===== config.mk =====
export PLATFORM = sky130hd
export DESIGN_NAME = maxpool_ctrl
export DESIGN_NICKNAME = d
export VERILOG_FILES = /design/src/rtl/maxpool_ctrl.sv
export SDC_FILE = /design/constraint.sdc
export NUM_CORES = 1
export LEC_CHECK = 0
export CORE_MARGIN = 5
export CORE_UTILIZATION = 40
export DETAILED_ROUTE_END_ITERATION = 8
export MAX_ROUTING_LAYER = met4
export PLACE_DENSITY = 0.63
export REMOVE_ABC_BUFFERS = 1
export SKIP_CTS_REPAIR_TIMING = 1
export SLEW_MARGIN = 10
export SYNTH_ARGS = -nofsm -noshare
export SYNTH_HDL_FRONTEND = slang
export SYNTH_SLANG_ARGS = --single-unit

===== constraint.sdc =====
create_clock -name clk -period 7.6 [get_ports clk]
set_clock_uncertainty 0.2 [all_clocks]
set_input_delay 0.76 -clock clk [delete_from_list [all_inputs] [get_ports clk]]
set_output_delay 0.76 -clock clk [all_outputs]
set_load 0.05 [all_outputs]

===== src/rtl/maxpool_ctrl.sv =====
// 2x2 stride-2 max-pool sequencer: walks a feature map in a registered-output memory and streams one pooled value per window.
// Optional fused ReLU on the output register when MAXPOOL_RELU_EN is defined.
module maxpool_ctrl #(
  parameter int IMG_W  = 26,
  parameter int IMG_H  = 26,
  parameter int DATA_W = 16,
  parameter int ADDR_W = 10,
  parameter int OUT_AW = 8
) (
  input  logic              clk,
  input  logic              rst,
  input  logic              start,
  output logic              busy,
  output logic              done,
  output logic              rd_en,
  output logic [ADDR_W-1:0] rd_addr,
  input  logic [DATA_W-1:0] rd_data,
  output logic              out_valid,
  input  logic              out_ready,
  output logic [DATA_W-1:0] out_data,
  output logic [OUT_AW-1:0] out_idx
);

  localparam int PW   = IMG_W / 2;
  localparam int PH   = IMG_H / 2;
  localparam int NWIN = PW * PH;

  typedef enum logic [2:0] {IDLE, RD, WAIT, OUT, FIN} state_t;

  state_t                    state;
  logic [1:0]                k;
  logic [ADDR_W-1:0]         col;
  logic [ADDR_W-1:0]         row_base;
  logic [ADDR_W-1:0]         win_base;
  logic                      cap_en;
  logic                      cap_first;
  logic signed [DATA_W-1:0]  max_q;

  logic signed [DATA_W-1:0]  rd_s;
  logic signed [DATA_W-1:0]  max_next;
  logic signed [DATA_W-1:0]  pool_val;
  logic                      last_col;
  logic                      last_win;
  logic [ADDR_W-1:0]         next_row_base;
  logic [ADDR_W-1:0]         next_win_base;

  function automatic logic [ADDR_W-1:0] win_off(input logic [1:0] kk);
    case (kk)
      2'd0:    win_off = '0;
      2'd1:    win_off = ADDR_W'(1);
      2'd2:    win_off = ADDR_W'(IMG_W);
      default: win_off = ADDR_W'(IMG_W + 1);
    endcase
  endfunction

  // Element 0 of a window overwrites the running max; later elements compete signed.
  assign rd_s     = $signed(rd_data);
  assign max_next = (cap_first || (rd_s > max_q)) ? rd_s : max_q;

`ifdef MAXPOOL_RELU_EN
  assign pool_val = max_next[DATA_W-1] ? '0 : max_next;
`else
  assign pool_val = max_next;
`endif

  assign last_col      = (col == ADDR_W'(PW - 1));
  assign last_win      = (out_idx == OUT_AW'(NWIN - 1));
  assign next_row_base = row_base + ADDR_W'(2 * IMG_W);
  assign next_win_base = last_col ? next_row_base : win_base + ADDR_W'(2);

  // NOTE: all state below uses non-blocking assignments so every register
  // samples the pre-edge values; blocking here would create order-dependent races.
  always_ff @(posedge clk) begin
    if (rst) begin
      // NOTE: the datapath registers (max, out_data, addresses) are reset too so
      // no stale value from an aborted run can ever appear on the outputs.
      state     <= IDLE;
      busy      <= 1'b0;
      done      <= 1'b0;
      rd_en     <= 1'b0;
      rd_addr   <= '0;
      out_valid <= 1'b0;
      out_data  <= '0;
      out_idx   <= '0;
      k         <= '0;
      col       <= '0;
      row_base  <= '0;
      win_base  <= '0;
      cap_en    <= 1'b0;
      cap_first <= 1'b0;
      max_q     <= '0;
    end else begin
      // Memory data lags rd_en by one cycle; track which element arrives next.
      cap_en    <= rd_en;
      cap_first <= (state == RD) && (k == 2'd0);
      if (cap_en) max_q <= max_next;

      case (state)
        IDLE: begin
          if (start) begin
            state    <= RD;
            busy     <= 1'b1;
            rd_en    <= 1'b1;
            rd_addr  <= '0;
            k        <= '0;
            col      <= '0;
            row_base <= '0;
            win_base <= '0;
            out_idx  <= '0;
          end
        end

        RD: begin
          k <= k + 2'd1;
          if (k == 2'd3) begin
            state <= WAIT;
            rd_en <= 1'b0;
          end else begin
            rd_addr <= win_base + win_off(k + 2'd1);
          end
        end

        WAIT: begin
          out_data  <= pool_val;
          out_valid <= 1'b1;
          state     <= OUT;
        end

        OUT: begin
          if (out_ready) begin
            out_valid <= 1'b0;
            if (last_win) begin
              state <= FIN;
              busy  <= 1'b0;
              done  <= 1'b1;
            end else begin
              col      <= last_col ? '0 : col + ADDR_W'(1);
              row_base <= last_col ? next_row_base : row_base;
              win_base <= next_win_base;
              rd_addr  <= next_win_base;
              rd_en    <= 1'b1;
              k        <= '0;
              out_idx  <= out_idx + OUT_AW'(1);
              state    <= RD;
            end
          end
        end

        FIN: begin
          done  <= 1'b0;
          state <= IDLE;
        end

        default: state <= IDLE;
      endcase
    end
  end

endmodule


==> results by group, run 1 <==
STA
  • Setup TNS: 0 ns
  • Max_slew headroom: 0.184
  • Final worst path period share: 0.534
  • Final Hold Viols: 0
  • Min cycle time layout: 4.06 ns
  • Slew of the pin with the lowest slew margin: 1.22 ns
  • Final setup vio count: 0
  • F_max: 0.246 GHz
  • RSZ-0062 raised after global routing: no
  • Fin. max-slew vios: 0

Synth
  • Most used flip-flop cell after synthesis: dfxtp_1
  • Mapped Cells: 575
  • Synth area leader: dfxtp_1
  • Synth cell count leaders: nor2_1 (97), dfxtp_1 (89), nand2_1 (62)
  • Main combinational cell family by area after synthesis: simple AND/OR/NAND/NOR gates
  • Register bit count reported by yosys: roughly 90
  • Adder-cell share of the synthesized area: 0.0790
  • Synth top area cells: dfxtp_1 (38%), nor2_1 (7.8%), ha_1 (7.5%)
  • Synth Area in Compound Gates: 0.160
  • Register area share after synthesis: 0.380
  • Synthesized area per cell: 8.16 µm²
  • Async SR Flop Fraction: 0
  • Area share of the largest cell type after synthesis: 0.380
  • Top-count cell post-synth: nor2_1
  • Post-Synth XOR/XNOR Area: 0.0598
  • Synth warnings: 0
  • Post-synthesis mux area share: 0.0406
  • Number of unique standard cell types used by synthesis: 54
  • EDFF count, synth: 0
  • Synth Area in Simple Gates: 0.230
  • Synthesized area: between 4000 and 5000 µm²

Setup path
  • CP arrival: between 4 and 5 ns
  • Worst Setup Path Type: input port to register
  • R2R Path End: out_data[0]
  • Crit path cell chain: clkdlybuf4s50_1 -> ha_1 -> a21oi_1 -> o21ai_0 -> a221o_1 -> a31oi_2 -> nand2_1 -> mux2i_1 -> a211oi_1
  • Reg2Reg Launch Point: max_q[15]
  • CP required: approximately 7.7 ns
  • Critical path depth in cells: 9
  • CP top delay family: compound AO/OA/AOI/OAI gates
  • WP buf/inv: 1
  • Critical path endpoint category: register
  • Crit-path max cell delay: 0.75 ns
  • Slowest cell on the critical path: a31oi_2
  • Reg2Reg Depth: 9
  • Setup crit start kind: input port
  • CP Capture Point: out_data[0]
  • CP Launch Point: rd_data[11]
  • Reg-to-reg setup timing slack: 4.04 ns
  • CP Max Fanout: 17

Worst hold path
  • Hold path cells: 2
  • Min-Delay Path Class: register to register

Clock network
  • CTS root buf: clkbuf_16
  • Clock transition at path regs: 0.07 ns
  • TritonCTS clock tree: done
  • TritonCTS Buffers: 9
  • Worst skew pair latency: around 0.34 ns
  • Clk sinks: 89
  • H-tree depth: 3
  • Clock Path Buffers: 2

Routing
  • DR vias/cell: 5.30
  • Drt wl/cell: 14.3 µm
  • Routed WL: 10900 µm
  • Via count: 4051
  • Drt initial violations: 197
  • Final ANT Viol Nets: 0
  • DRC viols: 0
  • First-pass iteration count of the detailed router: 4

Global route
  • Grt met3 use: 0.0435
  • Vias in the first global route: 3940
  • Global-route wire length before repair: around 19000 µm
  • Total GRT Usage: 0.167
  • Pin count of the biggest net entering global routing: 75
  • Grt met1 use: 0.205
  • Initial antenna violation count: 0
  • Met2 Use GR: 0.267
  • Total gr overflow: 0
  • Gr busiest metal: met2

Cells and area
  • Final Cell Area: 5670 µm²
  • Layout cells sized above 1: 0.0596
  • Area of the multi-input gates: 2680 µm²
  • Storage cell area: 1780 µm²
  • Layout area overhead: 20.9%
  • Nets: 665
  • FILL cells: 1103
  • N_diodes: 0

Place
  • Placed Instance Area: between 5000 and 6000 µm²
  • Final Wtd Congestion: 0.835
  • Final HPWL from detailed placement: 7590 µm
  • Port bufs: 57

Floorplan
  • Die ar.: between 10000 and 15000 µm²
  • Core area: approximately 11000 µm²
  • FP Rows: 39
  • Die X: 118 µm
  • Die Span Y: around 120 µm
  • Initial Util: 0.409
  • I/O pin cnt: 58

Pwr
  • PwrDens: 193 nW/µm²
  • VDD IR-drop max: ~0.12 mV
  • Static leakage: approximately 0.002 µW

Run
  • Max_cap viols: 0

Outcome
  • Status: complete, no violations
[area by class of cell]
cell class              count  share of cell area
well taps                 143              0.0316
inverters                  28              0.0185
multi-input cells         427               0.472
clock inverters             5              0.0137
flip-flops and latches     89               0.314
clock buffers              11              0.0446
repair buffers             61               0.105
[sequential cells by signal, summed over array words and instances, names as in the netlist, 2 cells and up]
| signal | cells |
|---|---|
| max_q | 16 |
| out_data | 16 |
| col | 10 |
| rd_addr | 10 |
| win_base | 10 |
| out_idx | 8 |
| row_base | 8 |
| state | 3 |
| k | 2 |
[worst min path at each step]
stage,slack (ns),end,from
after detailed placement,0.26,win_base[0],win_base[0]
after global routing,0.31,k[0],k[0]
after floorplan,0.24,win_base[0],win_base[0]
final,0.27,win_base[0],win_base[0]
after global placement,0.26,win_base[0],win_base[0]
after CTS,0.27,win_base[0],win_base[0]
[layer usage]
metal | up-vias | part of all wire | routed length [µm]
met3 | 12 | 0.035 | 384
li1 | 2081 | - | -
met1 | 1897 | 0.46 | 5070
met5 | - | 0 | 0
met4 | 0 | 0.018 | 194
met2 | 61 | 0.48 | 5260
[per-stage QoR]
stage                     hold slack [ns]   util  instances  setup WS [ns]  power [µW]
after CTS                           0.274  0.494        764           3.57        1110
after floorplan                     0.235      -        544           3.31         566
after detailed placement            0.264  0.466        748           3.20         614
final                               0.271  0.494        764           3.54        1090
after global routing                0.310  0.494        764           3.28        1140
after global placement              0.258  0.466        748           3.26         613
[worst register-to-register path, stage by stage, from the launching register on]
cell	delay, ns
dfxtp_1	0.36
inv_1	0.05
ha_1	0.37
nand4_1	0.10
nor3_1	0.27
nand4_1	0.19
a31oi_2	0.78
nand2_1	0.66
mux2i_1	0.25
a211oi_1	0.24
[cell families after synthesis]
family | count (synthesis)
AND/OR/NAND/NOR | 239
AO/OA/AOI/OAI | 108
flip-flops | 89
buffers and inverters | 59
XOR/XNOR | 32
adder cells (fa/ha/maj) | 29
multiplexers | 19
[power by group]
part / leakage (µW) / switching [µW] / internal (µW) / total [µW]
clock network: 0.000162 / 186 / 305 / 491
registers: 0.000720 / 7.05 / 475 / 482
logic: 0.00112 / 77.4 / 43.1 / 121
total: 0.00201 / 271 / 823 / 1090
[cell usage in the layout (no fill, tap or decap), types with 2 or more instances in the layout]
master / n
o22ai_1: 3
nor2b_1: 3
inv_1: 28
nand3_1: 25
nand2_1: 62
clkbuf_8: 2
a211oi_2: 4
o21a_1: 3
a31oi_2: 2
o21ai_0: 13
a31o_2: 2
or3_1: 3
nor3_1: 16
a21oi_1: 37
or4_1: 2
ha_1: 28
a311oi_1: 15
clkbuf_16: 9
clkinv_2: 2
and3_1: 5
nor4b_1: 2
nand2b_1: 4
bufinv_16: 2
nor2_1: 97
xor2_1: 17
buf_4: 4
nand4_1: 9
a211oi_1: 9
a22oi_1: 9
nor3_2: 2
xnor2_1: 15
clkdlybuf4s50_1: 56
dfxtp_1: 89
mux2i_1: 19
No activity file was read; power rests on OpenSTA's default activity.
==> inputs of run 2 (changes only) <==
clock period = 4.2 ns   (was 7.6 ns; I/O delays follow)
==> run 2 against run 1 <==
Compared with the run above: flip-flop and latch count unchanged; via count increased by 1.6%; routed wire length increased by 1.5%; cell count increased by 1.2%; hold slack improved by 0.013 ns; combinational power increased by 87%; sequential power increased by 81%; sequential share of layout area decreased by 0.70 points; count of clock-buffer cells in the layout decreased by 2; utilization increased by 1.1 points; die area unchanged; worst setup slack got worse by 2.4 ns; largest cell class unchanged; largest power group unchanged; highest routed layer unchanged.
==> results by group, run 2 (same netlist as run 1, synthesis figures left out) <==
Setup path
  • Slowest cell on the critical path: clkdlybuf4s50_1 (was a31oi_2)
  • Crit-path max cell delay: 0.48 ns (was 0.75 ns)
  • Most frequent CP cell: nand4_1
  • CP arrival: 3.09 ns (was 4.12 ns)
  • Critical path endpoint category: register (unchanged)
  • WP buf/inv: 2 (was 1)
  • CP Max Fanout: 16 (was 17)
  • Setup crit start kind: input port (unchanged)
  • Worst Setup Path Type: input port to register (unchanged)
  • CP required: 4.27 ns (was 7.66 ns)
  • CP top delay family: simple AND/OR/NAND/NOR gates (was compound AO/OA/AOI/OAI gates)
  • Crit path cell chain: clkdlybuf4s50_1 -> ha_1 -> nand4_1 -> nor3_1 -> nand4_1 -> a31oi_2 -> nand2_1 -> buf_4 -> mux2i_1 -> a211oi_1 (was clkdlybuf4s50_1 -> ha_1 -> a21oi_1 -> o21ai_0 -> a221o_1 -> a31oi_2 -> nand2_1 -> mux2i_1 -> a211oi_1)

Pwr
  • VDD IR-drop max: 0.220 mV (was 0.117 mV)
  • PwrDens: 369 nW/µm² (was 193 nW/µm²)
  • Static leakage: 0.00207 µW (was 0.00201 µW)
  • Total power: 2140 µW (was 1090 µW)

Global route
  • Global-route wire length before repair: 19000 µm (was 19100 µm)
  • Initial antenna violation count: 0 (unchanged)
  • Vias in the first global route: 4036 (was 3940)
  • Pin count of the biggest net entering global routing: 45 (was 75)
  • Total gr overflow: 0 (unchanged)
  • Total GRT Usage: 0.166 (was 0.167)

Routing
  • Final ANT Viol Nets: 0 (unchanged)
  • Drt wl/cell: 14.3 µm (about the same)
  • Routed WL: 11100 µm (was 10900 µm)
  • DR vias/cell: 5.33 (was 5.30)
  • Via count: 4117 (was 4051)
  • DRC viols: 0 (unchanged)
  • First-pass iteration count of the detailed router: 7 (was 4)
  • Drt initial violations: 248 (was 197)

Cells and area
  • Top Registers: max_q x16, out_data x16 (unchanged)
  • Nets: 674 (was 665)
  • Layout cells sized above 1: 0.0730 (was 0.0596)
  • Commonest non-fill, non-tap cell in the layout: nor2_1 (unchanged)
  • Layout area overhead: 23.6% (was 20.9%)
  • Commonest non-fill, non-tap cells in the layout: nor2_1 (97), dfxtp_1 (89), nand2_1 (62) (unchanged)
  • N_diodes: 0 (unchanged)

STA
  • Final Hold Viols: 0 (unchanged)
  • Final worst path period share: 0.720
  • Final setup vio count: 0 (unchanged)
  • F_max: 0.331 GHz
  • Slew of the pin with the lowest slew margin: 0.844 ns (was 1.22 ns)
  • Max_slew headroom: 0.437 (was 0.184)
  • Setup TNS: 0 ns (unchanged)
  • Min cycle time layout: roughly 3.0 ns
  • RSZ-0062 raised after global routing: no (unchanged)
  • Fin. max-slew vios: 0 (unchanged)

Floorplan
  • Die X: 118 µm (unchanged)
  • Core area: 11500 µm² (unchanged)
  • FP Rows: 39 (unchanged)
  • Initial Util: 0.409 (unchanged)
  • Die Span Y: 118 µm (unchanged)
  • Die ar.: 14000 µm² (unchanged)
  • I/O pin cnt: 58 (unchanged)

Clock network
  • Clock transition at path regs: 0.07 ns (about the same)
  • Clock Path Buffers: 2 (unchanged)
  • TritonCTS clock tree: done (unchanged)
  • Worst skew pair latency: 0.34 ns (about the same)
  • Clk sinks: 89 (unchanged)
  • TritonCTS Buffers: 9 (unchanged)
  • CTS root buf: clkbuf_16 (unchanged)
  • H-tree depth: 3 (unchanged)

Place
  • Port bufs: 57 (unchanged)
  • Final HPWL from detailed placement: 8090 µm (was 7590 µm)
  • Final Wtd Congestion: 0.865 (was 0.835)

Worst hold path
  • Min-Delay Path Class: register to register (unchanged)

Outcome
  • Status: complete, no violations (unchanged)

Run
  • Max_cap viols: 0 (unchanged)
==> run 2: cell types whose count changed in the layout (fill, tap and decap cells not counted), sizes merged <==
| cell | before | now |
|---|---|---|
| clkbuf | 11 | 9 |
| buf | 5 | 14 |
| bufinv | 2 | 5 |
| clkinv | 2 | 1 |
==> run 2: per-stage QoR <==
stage	worst slack, ns	utilization	hold WS, ns	cell area, µm²	instances
floorplan	0.250	-	0.235	4560	544
global placement	0.875	0.471	0.270	5410	757
detailed placement	0.799	0.471	0.269	5410	757
CTS	1.15	0.506	0.287	5800	773
global route	0.920	0.506	0.299	5800	773
finish	1.18	0.506	0.284	5800	773
==> run 2: where the power goes <==
group	total, µW	switching [µW]	internal (µW)
sequential	872	12.4	860
clock	1040	340	703
combinational	226	140	85.3
total	2140	492	1650
==> run 2: layout make-up <==
type | instances | area [µm²]
multi-input cells | 427 | 2680
flip-flops and latches | 89 | 1780
clock inverters | 7 | 166
well taps | 143 | 179
clock buffers | 9 | 225
repair buffers | 70 | 663
inverters | 28 | 105
fillers | 1126 | 5670
==> run 2: per-layer routing <==
| layer | track usage | wire length, µm | vias up |
|---|---|---|---|
| met3 | 0.0272 | 387 | 13 |
| li1 | - | - | 2098 |
| met1 | 0.205 | 5190 | 1937 |
| met2 | 0.272 | 5300 | 69 |
| met5 | - | 0 | - |
| met4 | 0.0674 | 201 | 0 |
==> run 2: final timing paths <==
check,start,cells after the start,to,slack [ns]
worst max register to register,out_idx[0],9,row_base[3],1.28
worst max-delay path,rd_data[15],10,out_data[0],1.18
worst min-delay path,rd_en,1,cap_en,0.28
worst min register to register,rd_en,1,cap_en,0.28
==> run 2: worst reg2reg max path, cell delays in order (launching register included) <==
cell      delay [ns]
dfxtp_1         0.36
inv_1           0.08
ha_1            0.13
nor4bb_1        0.28
nand4b_1        0.27
o21ai_1         0.73
buf_4           0.34
nor3_2          0.11
a22oi_1         0.23
nor2_1          0.05
==> inputs of run 3 (changes only) <==
clock period = 3.1 ns   (was 4.2 ns; I/O delays follow)
==> run 3 against run 2 <==
Compared with the run above: flip-flop and latch count stayed put; sequential power increased by 35%; global-route usage increased by 0.93 points; hold slack got worse by 0.17 ns; highest routed layer unchanged; count of clock-buffer cells in the layout up 3; non-clock buffer count grew 16; combinational power is 49% higher; routed wire length up 6.3%; register-to-register slack got worse by 1.0 ns; design area up 0.65%; largest power group is now registers.
==> results by group, run 3 (same netlist as run 1, synthesis figures left out) <==
Setup path
  • Worst Setup Path Type: register to register (was input port to register)
  • R2R Path End: out_data[1] (was row_base[3])
  • CP Launch Point: max_q[14] (was rd_data[15])
  • CP required: 3.12 ns (was 4.27 ns)
  • Setup crit start kind: register (was input port)
  • Crit path cell chain: inv_1 -> ha_1 -> nand4_1 -> nor3_2 -> nand4_1 -> a31oi_2 -> buf_4 -> nand2_1 -> buf_4 -> nand2_1 -> a311oi_1 (was clkdlybuf4s50_1 -> ha_1 -> nand4_1 -> nor3_1 -> nand4_1 -> a31oi_2 -> nand2_1 -> buf_4 -> mux2i_1 -> a211oi_1)
  • CP Capture Point: out_data[1] (was out_data[0])
  • Reg2Reg Launch Point: max_q[14] (was out_idx[0])
  • Reg-to-reg setup timing slack: 0.27 ns (was 1.28 ns)
  • CP arrival: 2.85 ns (was 3.09 ns)
  • Slowest cell on the critical path: dfxtp_1 (was clkdlybuf4s50_1)
  • Reg2Reg Depth: 11 (was 9)
  • Critical path endpoint category: register (unchanged)
  • Crit-path max cell delay: 0.36 ns (was 0.48 ns)
  • CP Max Fanout: 16 (unchanged)

Cells and area
  • Final Cell Area: 5840 µm² (was 5800 µm²)
  • Layout cells sized above 1: 0.0946 (was 0.0730)
  • N_diodes: 0 (unchanged)
  • Layout area overhead: 24.4% (was 23.6%)
  • Final Util: 0.509 (was 0.506)
  • Commonest non-fill, non-tap cells in the layout: nor2_1 (97), dfxtp_1 (89), nand2_1 (62) (unchanged)
  • FILL cells: 1116 (was 1126)
  • Nets: 690 (was 674)
  • Cell Count, Final, Fillers Out: 788 (was 773)
  • Commonest non-fill, non-tap cell in the layout: nor2_1 (unchanged)
  • Top Registers: max_q x16, out_data x16 (unchanged)

Clock network
  • TritonCTS Buffers: 9 (unchanged)
  • Clock transition at path regs: 0.06 ns (was 0.07 ns)
  • CTS root buf: clkbuf_16 (unchanged)
  • TritonCTS clock tree: done (unchanged)
  • Clock Path Buffers: 2 (unchanged)
  • Clk sinks: 89 (unchanged)
  • H-tree depth: 3 (unchanged)
  • Worst skew pair latency: 0.35 ns (was 0.34 ns)

Global route
  • Vias in the first global route: 4153 (was 4036)
  • Pin count of the biggest net entering global routing: 34 (was 45)
  • Grt met1 use: 0.199 (was 0.205)
  • Global-route wire length before repair: 19700 µm (was 19000 µm)
  • Initial antenna violation count: 0 (unchanged)
  • Grt met3 use: 0.0497 (was 0.0272)
  • Met2 Use GR: 0.292 (was 0.272)
  • Total gr overflow: 0 (unchanged)
  • Total GRT Usage: 0.176 (was 0.166)
  • Gr busiest metal: met2 (unchanged)

Routing
  • Routed WL: 11800 µm (was 11100 µm)
  • DR vias/cell: 5.38 (was 5.33)
  • Final ANT Viol Nets: 0 (unchanged)
  • Via count: 4241 (was 4117)
  • Drt wl/cell: 14.9 µm (was 14.3 µm)
  • DRC viols: 0 (unchanged)
  • Drt initial violations: 301 (was 248)
  • First-pass iteration count of the detailed router: 4 (was 7)

Worst hold path
  • Min-Delay Path Class: input port to register (was register to register)

Place
  • Port bufs: 57 (unchanged)
  • Final HPWL from detailed placement: 8430 µm (was 8090 µm)
  • Final Wtd Congestion: 0.861 (was 0.865)
  • Dpl cells: 773 (was 757)
  • Placed Instance Area: 5530 µm² (was 5410 µm²)

Floorplan
  • Die Span Y: 118 µm (unchanged)
  • Die ar.: 14000 µm² (unchanged)
  • Initial Util: 0.409 (unchanged)
  • FP Rows: 39 (unchanged)
  • Core area: 11500 µm² (unchanged)
  • I/O pin cnt: 58 (unchanged)
  • Die X: 118 µm (unchanged)

STA
  • Fin. max-slew vios: 0 (unchanged)
  • F_max: 0.353 GHz
  • Final Hold Viols: 0 (unchanged)
  • Min cycle time layout: 2.83 ns
  • Slew of the pin with the lowest slew margin: 0.758 ns (was 0.844 ns)
  • Final setup vio count: 0 (unchanged)
  • Final worst path period share: 0.913
  • Max_slew headroom: 0.493 (was 0.437)
  • RSZ-0062 raised after global routing: no (unchanged)

Outcome
  • Status: complete, no violations (unchanged)

Pwr
  • Static leakage: 0.00211 µW (was 0.00207 µW)
  • PwrDens: 450 nW/µm² (was 369 nW/µm²)
  • VDD IR-drop max: 0.459 mV (was 0.220 mV)

Run
  • Max_cap viols: 0 (unchanged)
==> run 3: through the flow <==
stage	hold slack [ns]	setup slack (ns)	TNS, ns	total power [µW]
2_1_floorplan	0.179	-0.793	-12.69	1390
3_3_place_gp	0.253	-0.321	-5.12	1540
3_5_place_dp	0.251	-0.368	-6.63	1540
4_1_cts	0.101	-0.0316	-0.300	2660
5_1_grt	0.120	0.0377	0	2740
6_report	0.116	0.268	0	2630
==> run 3: cell type report <==
class	count	area (µm²)	area share
repair buffers	86	783	0.134
clock buffers	12	256	0.0440
multi-input cells	427	2690	0.461
clock inverters	3	40.0	0.00686
flip-flops and latches	89	1780	0.305
inverters	28	105	0.0180
well taps	143	179	0.0307
==> run 3: worst min-delay path by stage <==
stage,from,to,slack [ns],cells after the start
2_1_floorplan,rst,k[0],0.18,1
3_3_place_gp,win_base[0],win_base[0],0.25,2
3_5_place_dp,win_base[0],win_base[0],0.25,2
4_1_cts,rst,win_base[2],0.10,2
5_1_grt,rst,win_base[2],0.12,2
6_report,rst,win_base[4],0.12,2
==> run 3: report_power, final <==
part | switching [µW] | total (µW) | internal (µW)
Clock | 447 | 1110 | 661
Sequential | 17.5 | 1180 | 1170
Combinational | 203 | 336 | 133
Total | 668 | 2630 | 1960
==> run 3: routing by layer <==
layer / share of wire / up-vias
li1: - / 2128
met1: 0.45 / 2003
met2: 0.49 / 83
met3: 0.047 / 27
met4: 0.018 / 0
met5: 0 / -
==> run 3: worst max-delay path: cells and delay by family, from the launching register on <==
kind	cells	cell delay, ns
adders and majority gates	1	0.33
AOI/OAI and AO/OA	2	0.38
DFF	1	0.36
and+or+nand+nor	5	0.87
buffers and inverters	3	0.57
